**config.mk**
```make
export PLATFORM = sky130hd
export DESIGN_NAME = bcd_to_bin
export DESIGN_NICKNAME = d
export VERILOG_FILES = /design/src/rtl/watch_pkg.sv /design/src/rtl/bcd_digit_adj.sv /design/src/rtl/bcd_to_bin.sv
export SDC_FILE = /design/constraint.sdc
export NUM_CORES = 1
export LEC_CHECK = 0
export ABC_AREA = 1
export CORE_ASPECT_RATIO = 0.7
export CORE_UTILIZATION = 46
export CTS_BUF_LIST = sky130_fd_sc_hd__clkbuf_8
export DETAILED_ROUTE_END_ITERATION = 8
export DONT_BUFFER_PORTS = 1
export SYNTH_ARGS = -nofsm -noshare
export SYNTH_HDL_FRONTEND = slang
export SYNTH_SLANG_ARGS = --single-unit
```
**constraint.sdc**
```tcl
create_clock -name clk -period 1.1 [get_ports clk]
set_input_delay 0.11 -clock clk [delete_from_list [all_inputs] [get_ports clk]]
set_output_delay 0.11 -clock clk [all_outputs]
set_load 0.05 [all_outputs]
```
**src/rtl/watch_pkg.sv**
```systemverilog
// watch_pkg: shared widths, state encoding and correction constant for the BCD/binary converters.
package watch_pkg;
    localparam int DIGITS = 3;
    localparam int BIN_W = 10;
    localparam int DIGIT_W = 4;
    localparam int BCD_W = DIGITS * DIGIT_W;
    localparam int CNT_W = $clog2(BIN_W);
    localparam logic [DIGIT_W-1:0] CORR = 4'd3;
    typedef enum logic [1:0] {IDLE, SHIFT, DONE} state_t;
endpackage

```
**src/rtl/bcd_digit_adj.sv**
```systemverilog
// bcd_digit_adj: reverse double-dabble digit correction, subtracts 3 when the digit is 8 or more.
module bcd_digit_adj
    import watch_pkg::*;
(
    input  logic [DIGIT_W-1:0] d,
    output logic [DIGIT_W-1:0] q
);
    always_comb q = (d >= 4'd8) ? d - CORR : d;
endmodule

```
**src/rtl/bcd_to_bin.sv**
```systemverilog
// bcd_to_bin: sequential 3-digit BCD-to-binary converter, one result bit per clock.
// Define BCD_CHECK_EN to reject digits above 9 with err=1 and a zero result.
module bcd_to_bin
    import watch_pkg::*;
(
    input  logic             clk,
    input  logic             rst,
    input  logic             start,
    input  logic [3:0]       hundreds,
    input  logic [3:0]       tens,
    input  logic [3:0]       ones,
    output logic [BIN_W-1:0] bin,
    output logic             busy,
    output logic             done,
    output logic             err
);
    state_t state_q, state_d;
    logic [BCD_W-1:0] bcd_sr_q, bcd_sr_d, shifted, adjusted;
    logic [BIN_W-1:0] bin_sr_q, bin_sr_d, bin_q, bin_d;
    logic [CNT_W-1:0] cnt_q, cnt_d;
    logic done_q, done_d, err_q, err_d, bad;

`ifdef BCD_CHECK_EN
    always_comb bad = (hundreds > 4'd9) || (tens > 4'd9) || (ones > 4'd9);
`else
    always_comb bad = 1'b0;
`endif

    always_comb shifted = {1'b0, bcd_sr_q[BCD_W-1:1]};

    for (genvar i = 0; i < DIGITS; i++) begin : g_adj
        bcd_digit_adj u_adj (
            .d(shifted[i*DIGIT_W +: DIGIT_W]),
            .q(adjusted[i*DIGIT_W +: DIGIT_W])
        );
    end

    always_comb begin
        state_d  = state_q;
        bcd_sr_d = bcd_sr_q;
        bin_sr_d = bin_sr_q;
        cnt_d    = cnt_q;
        bin_d    = bin_q;
        done_d   = 1'b0;
        err_d    = err_q;
        case (state_q)
            IDLE: if (start) begin
                bcd_sr_d = bad ? '0 : {hundreds, tens, ones};
                bin_sr_d = '0;
                cnt_d    = '0;
                err_d    = bad;
                state_d  = bad ? DONE : SHIFT;
            end
            SHIFT: begin
                bcd_sr_d = adjusted;
                bin_sr_d = {bcd_sr_q[0], bin_sr_q[BIN_W-1:1]};
                cnt_d    = cnt_q + CNT_W'(1);
                state_d  = (cnt_q == CNT_W'(BIN_W - 1)) ? DONE : SHIFT;
            end
            DONE: begin
                bin_d   = bin_sr_q;
                done_d  = 1'b1;
                state_d = IDLE;
            end
            default: state_d = IDLE;
        endcase
    end

    always_ff @(posedge clk) begin
        if (rst) begin
            state_q  <= IDLE;
            bcd_sr_q <= '0;
            bin_sr_q <= '0;
            cnt_q    <= '0;
            bin_q    <= '0;
            done_q   <= 1'b0;
            err_q    <= 1'b0;
        end else begin
            state_q  <= state_d;
            bcd_sr_q <= bcd_sr_d;
            bin_sr_q <= bin_sr_d;
            cnt_q    <= cnt_d;
            bin_q    <= bin_d;
            done_q   <= done_d;
            err_q    <= err_d;
        end
    end

    assign bin  = bin_q;
    assign busy = (state_q == SHIFT);
    assign done = done_q;
    assign err  = err_q;
endmodule

```
---- After elaboration in Yosys (flattened, before gate mapping) ----
Index checks and enable logic that the tools add are counted.
word-level totals
  register bits after elaboration ......... 39
  bits of input ports ..................... 15
  word-level logic and storage cells ...... 33
  output and inout port bits .............. 13
operators by class
  add/sub/neg operators ................... 4
  $lt $le $gt $ge ......................... 3
  eq/ne operators ......................... 4
  reductions and logical operators ........ 3
  multiplexer cells ....................... 13
operator list
  cell                   count
  $pmux W12 S2           1
  $pmux W10 S2           1
  $mux W4                4
  $mux W12               1
  $mux W10               1
  $ge A4 B4 Y1 const B   2
  $pmux W4 S2            1
  $sub A4 B2 Y4 const B  2
  $add A4 B1 Y4 const B  1
  $eq A4 B4 Y1 const B   1
  $ge A3 B4 Y1 const B   1
  $mux W2                2
  $pmux W2 S2            1
  $sub A3 B2 Y4 const B  1
  $eq A2 B1 Y1 const B   1
  $eq A2 B2 Y1 const B   1
  $logic_not A2 Y1       1
  $ne A2 B2 Y1 const B   1
  $reduce_and A2 Y1      1
  $reduce_bool A2 Y1     1
  $mux W1                1

---- Longest topological paths before layout ----
  depth in word-level cells ............... 3
  mapped depth ............................ 8
  mapped depth without buffers ............ 8

---- Modules after synthesis ----
A second synthesis with hierarchy kept.
second synthesis, totals
  cells, all modules ...................... 269
  area total of the unflattened synthesis .. 1878.1 um2
by module, submodules not included
  module         seq. area each (um2)  cells each  instances  area each (um2)
  bcd_to_bin     780.7                 221         1          1611.5
  bcd_digit_adj  0.0                   16          3          88.8

---- Worst setup path after synthesis ----
Ideal clock, no wire load.
  kind .................................... register to register
  start ................................... reg state_q[1]
  end ..................................... reg bin_sr_q[6]
  library setup time ...................... 0.066 ns
  clock period less this slack ............ 1.092 ns
  arrival ................................. 1.026 ns
  setup slack ............................. 0.008 ns
  path buffers ............................ 1
  cell stages (with the launch flop) ...... 7
  cell sequence ........................... dfxtp_1 > inv_2 > nand2_8 > inv_4 > buf_6 > nand2_1 > a21oi_2
on the way
  longest elaborated chain between the ends .. 3
  elaborated cells on any way between the ends .. 6
  classes of those cells .................. eq/ne (2); mux (1); reduce/logical (3)
RTL lines
  item                                 RTL line          text
  start: declaration                   bcd_to_bin.sv:17  state_t state_q, state_d;
  start signal: assignment             bcd_to_bin.sv:79  state_q <= state_d;
  $eq A2 B1 Y1 (*)                     --
  named net busy                       bcd_to_bin.sv:13  output logic busy,
  $reduce_bool A2 Y1 (no source line)  --
  $reduce_and A2 Y1 (no source line)   --
  end signal: assignment               bcd_to_bin.sv:81  bin_sr_q <= bin_sr_d;
  end: declaration                     bcd_to_bin.sv:19  logic [BIN_W-1:0] bin_sr_q, bin_sr_d, bin_q, bin_d;
Mark *: on every way through the listed nets, which the timed path passes. The rest lies on a longest branch.
A chain may end at the register's enable or synchronous reset.

---- Worst setup path in the final report ----
  start ................................... reg state_q[1]
  end ..................................... out busy
on the way
  longest elaborated chain between the ends .. 1
RTL lines
  item              RTL line          text
  $eq A2 B1 Y1      bcd_to_bin.sv:90  assign busy = (state_q == SHIFT);
  end: declaration  bcd_to_bin.sv:13
No other way between the ends.

==> reports/metrics.cfg <==
[clock_network]
worstSkewPairLatency_ns = 0.28
tritoncts = yes
clockBufferDepth = 2
cts-root-buf = clkbuf_8
cts_num_sinks = 39
htree_levels = 2
cts-buffers-inserted = 5
clk_pin_slew_ns = 0.08

[synth]
async_reset_ff_share_pct = 0
synthTopCellsByArea = dfxtp_1 43%, nand2_1 9.9%, o21ai_0 7.4%
yosysSeqAreaShare_pct = 42.98
yosysWarnings = 0
synth_cells = 235
synth_edf_count = 0
synth_nets = 256
synth.top_cell.area_share_pct = 42.98
yosysTopAreaCell = dfxtp_1
syn_area_per_cell_um2 = 7.731
ys_ff_latch = 39
synth_cell_types = 25
synth_ff_type = dfxtp_1
synthesis.area_mm2 = 0.001817

[layout]
fin_nets = 283
fillers = 340
drive_above_1_share_pct = 30.04
area_growth_pct = 23.48
stdcell_area_mm2 = 0.002243
antenna_cells = 0
final_cells = 313
fin_util_pct = 61.49

[hold_path]
hold-path-endpoint = bcd_sr_q[10]$_SDFFE_PP0P_
min_path_cells = 4
hp-class = input port to flop
hp-start = hundreds[2]

[critical_path]
path_cells = inv_4 > nand2_8 > inv_8 > buf_6 > buf_12
crit_slowest_cell = dfxtp_2
worstPathRequired_ns = 0.99
start_kind = flop
ff2ff_setup_slack_ns = -0.04
cp_top_family = buffers and inverters
r2r-start = state_q[1]$_SDFFE_PP0P_
reg2regPathDepth = 7
critical_path_class = flop to primary output
crit_path_end_kind = primary output
worst_ep_arrival_time_ns = 1.07
cp_slowest_stage_delay_ns = 0.34
crit_buf_inv = 4
reg2reg_to = bin_sr_q[5]$_SDFFE_PP0P_
worstPathMaxFanout = 4

[job]
drv_cap = 0

[power_and_ir_drop]
power_frac_seq_pct = 47.8
power.leakage_nw = 0.9154
p_clk_share_pct = 39.7
p_comb_share_pct = 12.5
peakVddDrop_mv = 0.6949
intPower_mw = 2.355
total_power_mw = 3.134
p_sw_share_pct = 24.84
p_sw_uw = 778.3
power_density_mw_per_mm2 = 1397

[route]
wl_per_cell_um = 12.19
ant_nets = 0
wirelength_um = 3815
first_pass_iters = 4
num_vias = 1527
drtIter0Drc = 50
drc = 0
viasPerCell = 4.879

[grt]
use_met1_pct = 28.57
grt_pass1_vias = 1362
top_usage_layer = met2
grt_use_met2_pct = 32.14
track_usage_pct = 20.45
antenna_found_initial = 0
grt_util_met3_pct = 5.167
grt_max_degree = 19
grt_pass1_wl_um = 6423
overflow = 0

[placement]
dp.cells = 301
routabilityCongestion = 0.8096
pre_cts_ws_ns = -0.06396
io_buffers = 0
dpl.hpwl_um = 2623
placedInstanceArea_mm2 = 0.002019

[timing]
post-route-min-period_ns = 1.183
drv_slew = 0
finalSetupTns_ns = -0.2324
relSlewSlack_pct = 46.82
setup_slack_ns = -0.08299
tightestPinTransition_ns = 0.7978
period_share_pct = 107.5
whs_ns = 0.03127
max_freq_mhz = 845.3
rsz0062_at_grt = yes
fin_skew_ns = 0.001201
finalSetupViolations = 10
hold_violations = 0

[floorplan]
die-width_um = 77.12
start_util_pct = 49.79
rows = 18
die_height_um = 54.58
core_mm2 = 0.003649
io_pins = 28
die_area_mm2 = 0.004209

[run_status]
violations = setup timing
status = finished, violations left

-- cells in the mapped netlist, types with 4 or more instances --
cell,instances
a21oi_1,17
a21oi_2,8
buf_6,4
dfxtp_1,39
ha_1,6
inv_1,18
nand2_1,48
nand2_2,6
nand3_1,13
nor2_1,25
o21ai_0,27
-- timing repair --
item / CTS / global route
hold buffers: 2 / 0
endpoints found under the hold margin: 15 / 0
setup endpoints to repair: 17 / 27
gates resized for setup: 11 / 21
pin swaps: 3 / 4
buffers inserted: 3 / 0
gates cloned: 0 / 0
-- cell usage in the layout, fill, tap and decap left out, types with 10 or more instances in the layout --
cell,Yosys,final
a21oi_2,8,10
nand3_1,13,13
nand2_2,6,10
inv_1,18,18
o21ai_0,27,21
nand2_1,48,44
buf_4,1,21
nor2_1,25,24
a21oi_1,17,15
dfxtp_1,39,33
-- power by group through the flow --
stage / Clock (mW) / Combinational [mW] / Sequential [mW]
6_report: 1.24 / 0.393 / 1.50
5_1_grt: 1.31 / 0.438 / 1.50
4_1_cts: 1.25 / 0.370 / 1.49
3_5_place_dp: 0 / 0.333 / 1.53
3_3_place_gp: 0 / 0.331 / 1.53
2_1_floorplan: 0 / 0.258 / 1.52
-- area by class of cell --
class	count	area, µm²	area share, %
multi-input combinational	163	885.9	39.49
sequential	39	788.3	35.14
timing repair buffer	30	285.3	12.72
inverter	23	103.9	4.629
clock buffer	6	82.58	3.681
tap	50	62.56	2.789
clock inverter	2	35.03	1.562
-- worst max-delay path by stage --
stage	cells after the start	slack, ns	start	to
after global placement	7	-0.03	state_q[1]$_SDFFE_PP0P_	bcd_sr_q[0]$_SDFFE_PP0P_
final	5	-0.08	state_q[1]$_SDFFE_PP0P_	busy
after floorplan	6	0.008	state_q[1]$_SDFFE_PP0P_	bin_sr_q[6]$_SDFFE_PP0P_
after detailed placement	7	-0.06	state_q[1]$_SDFFE_PP0P_	bcd_sr_q[0]$_SDFFE_PP0P_
after CTS	5	-0.08	state_q[1]$_SDFFE_PP0P_	busy
after global routing	5	-0.13	state_q[1]$_SDFFE_PP0P_	busy
-- worst min-delay path: cells and delay by family --
kind,cells,cell delay (ns)
and+or+nand+nor,4,0.17
-- sequential cells by signal (all words and copies together), names as in the netlist --
register,count
cnt_q,4
bin,10
state_q,2
bcd_sr_q,12
bin_sr_q,10
done,1
-- cell families after synthesis --
kind of cell    count (synthesis)  synth area share, %
compound gates                 55                16.80
xor+xnor                        1               0.4822
fa+ha+maj                       6                4.132
buf+inv                        33                10.26
flops                          39                42.98
other cells                     1               0.2064
simple gates                  100                25.14
-- layer usage --
layer | vias up | wire, µm
met5 | - | 0
li1 | 802 | -
met2 | 27 | 1582
met3 | 2 | 146
met4 | 0 | 12
met1 | 696 | 2073
No activity file was read; power rests on OpenSTA's default activity.
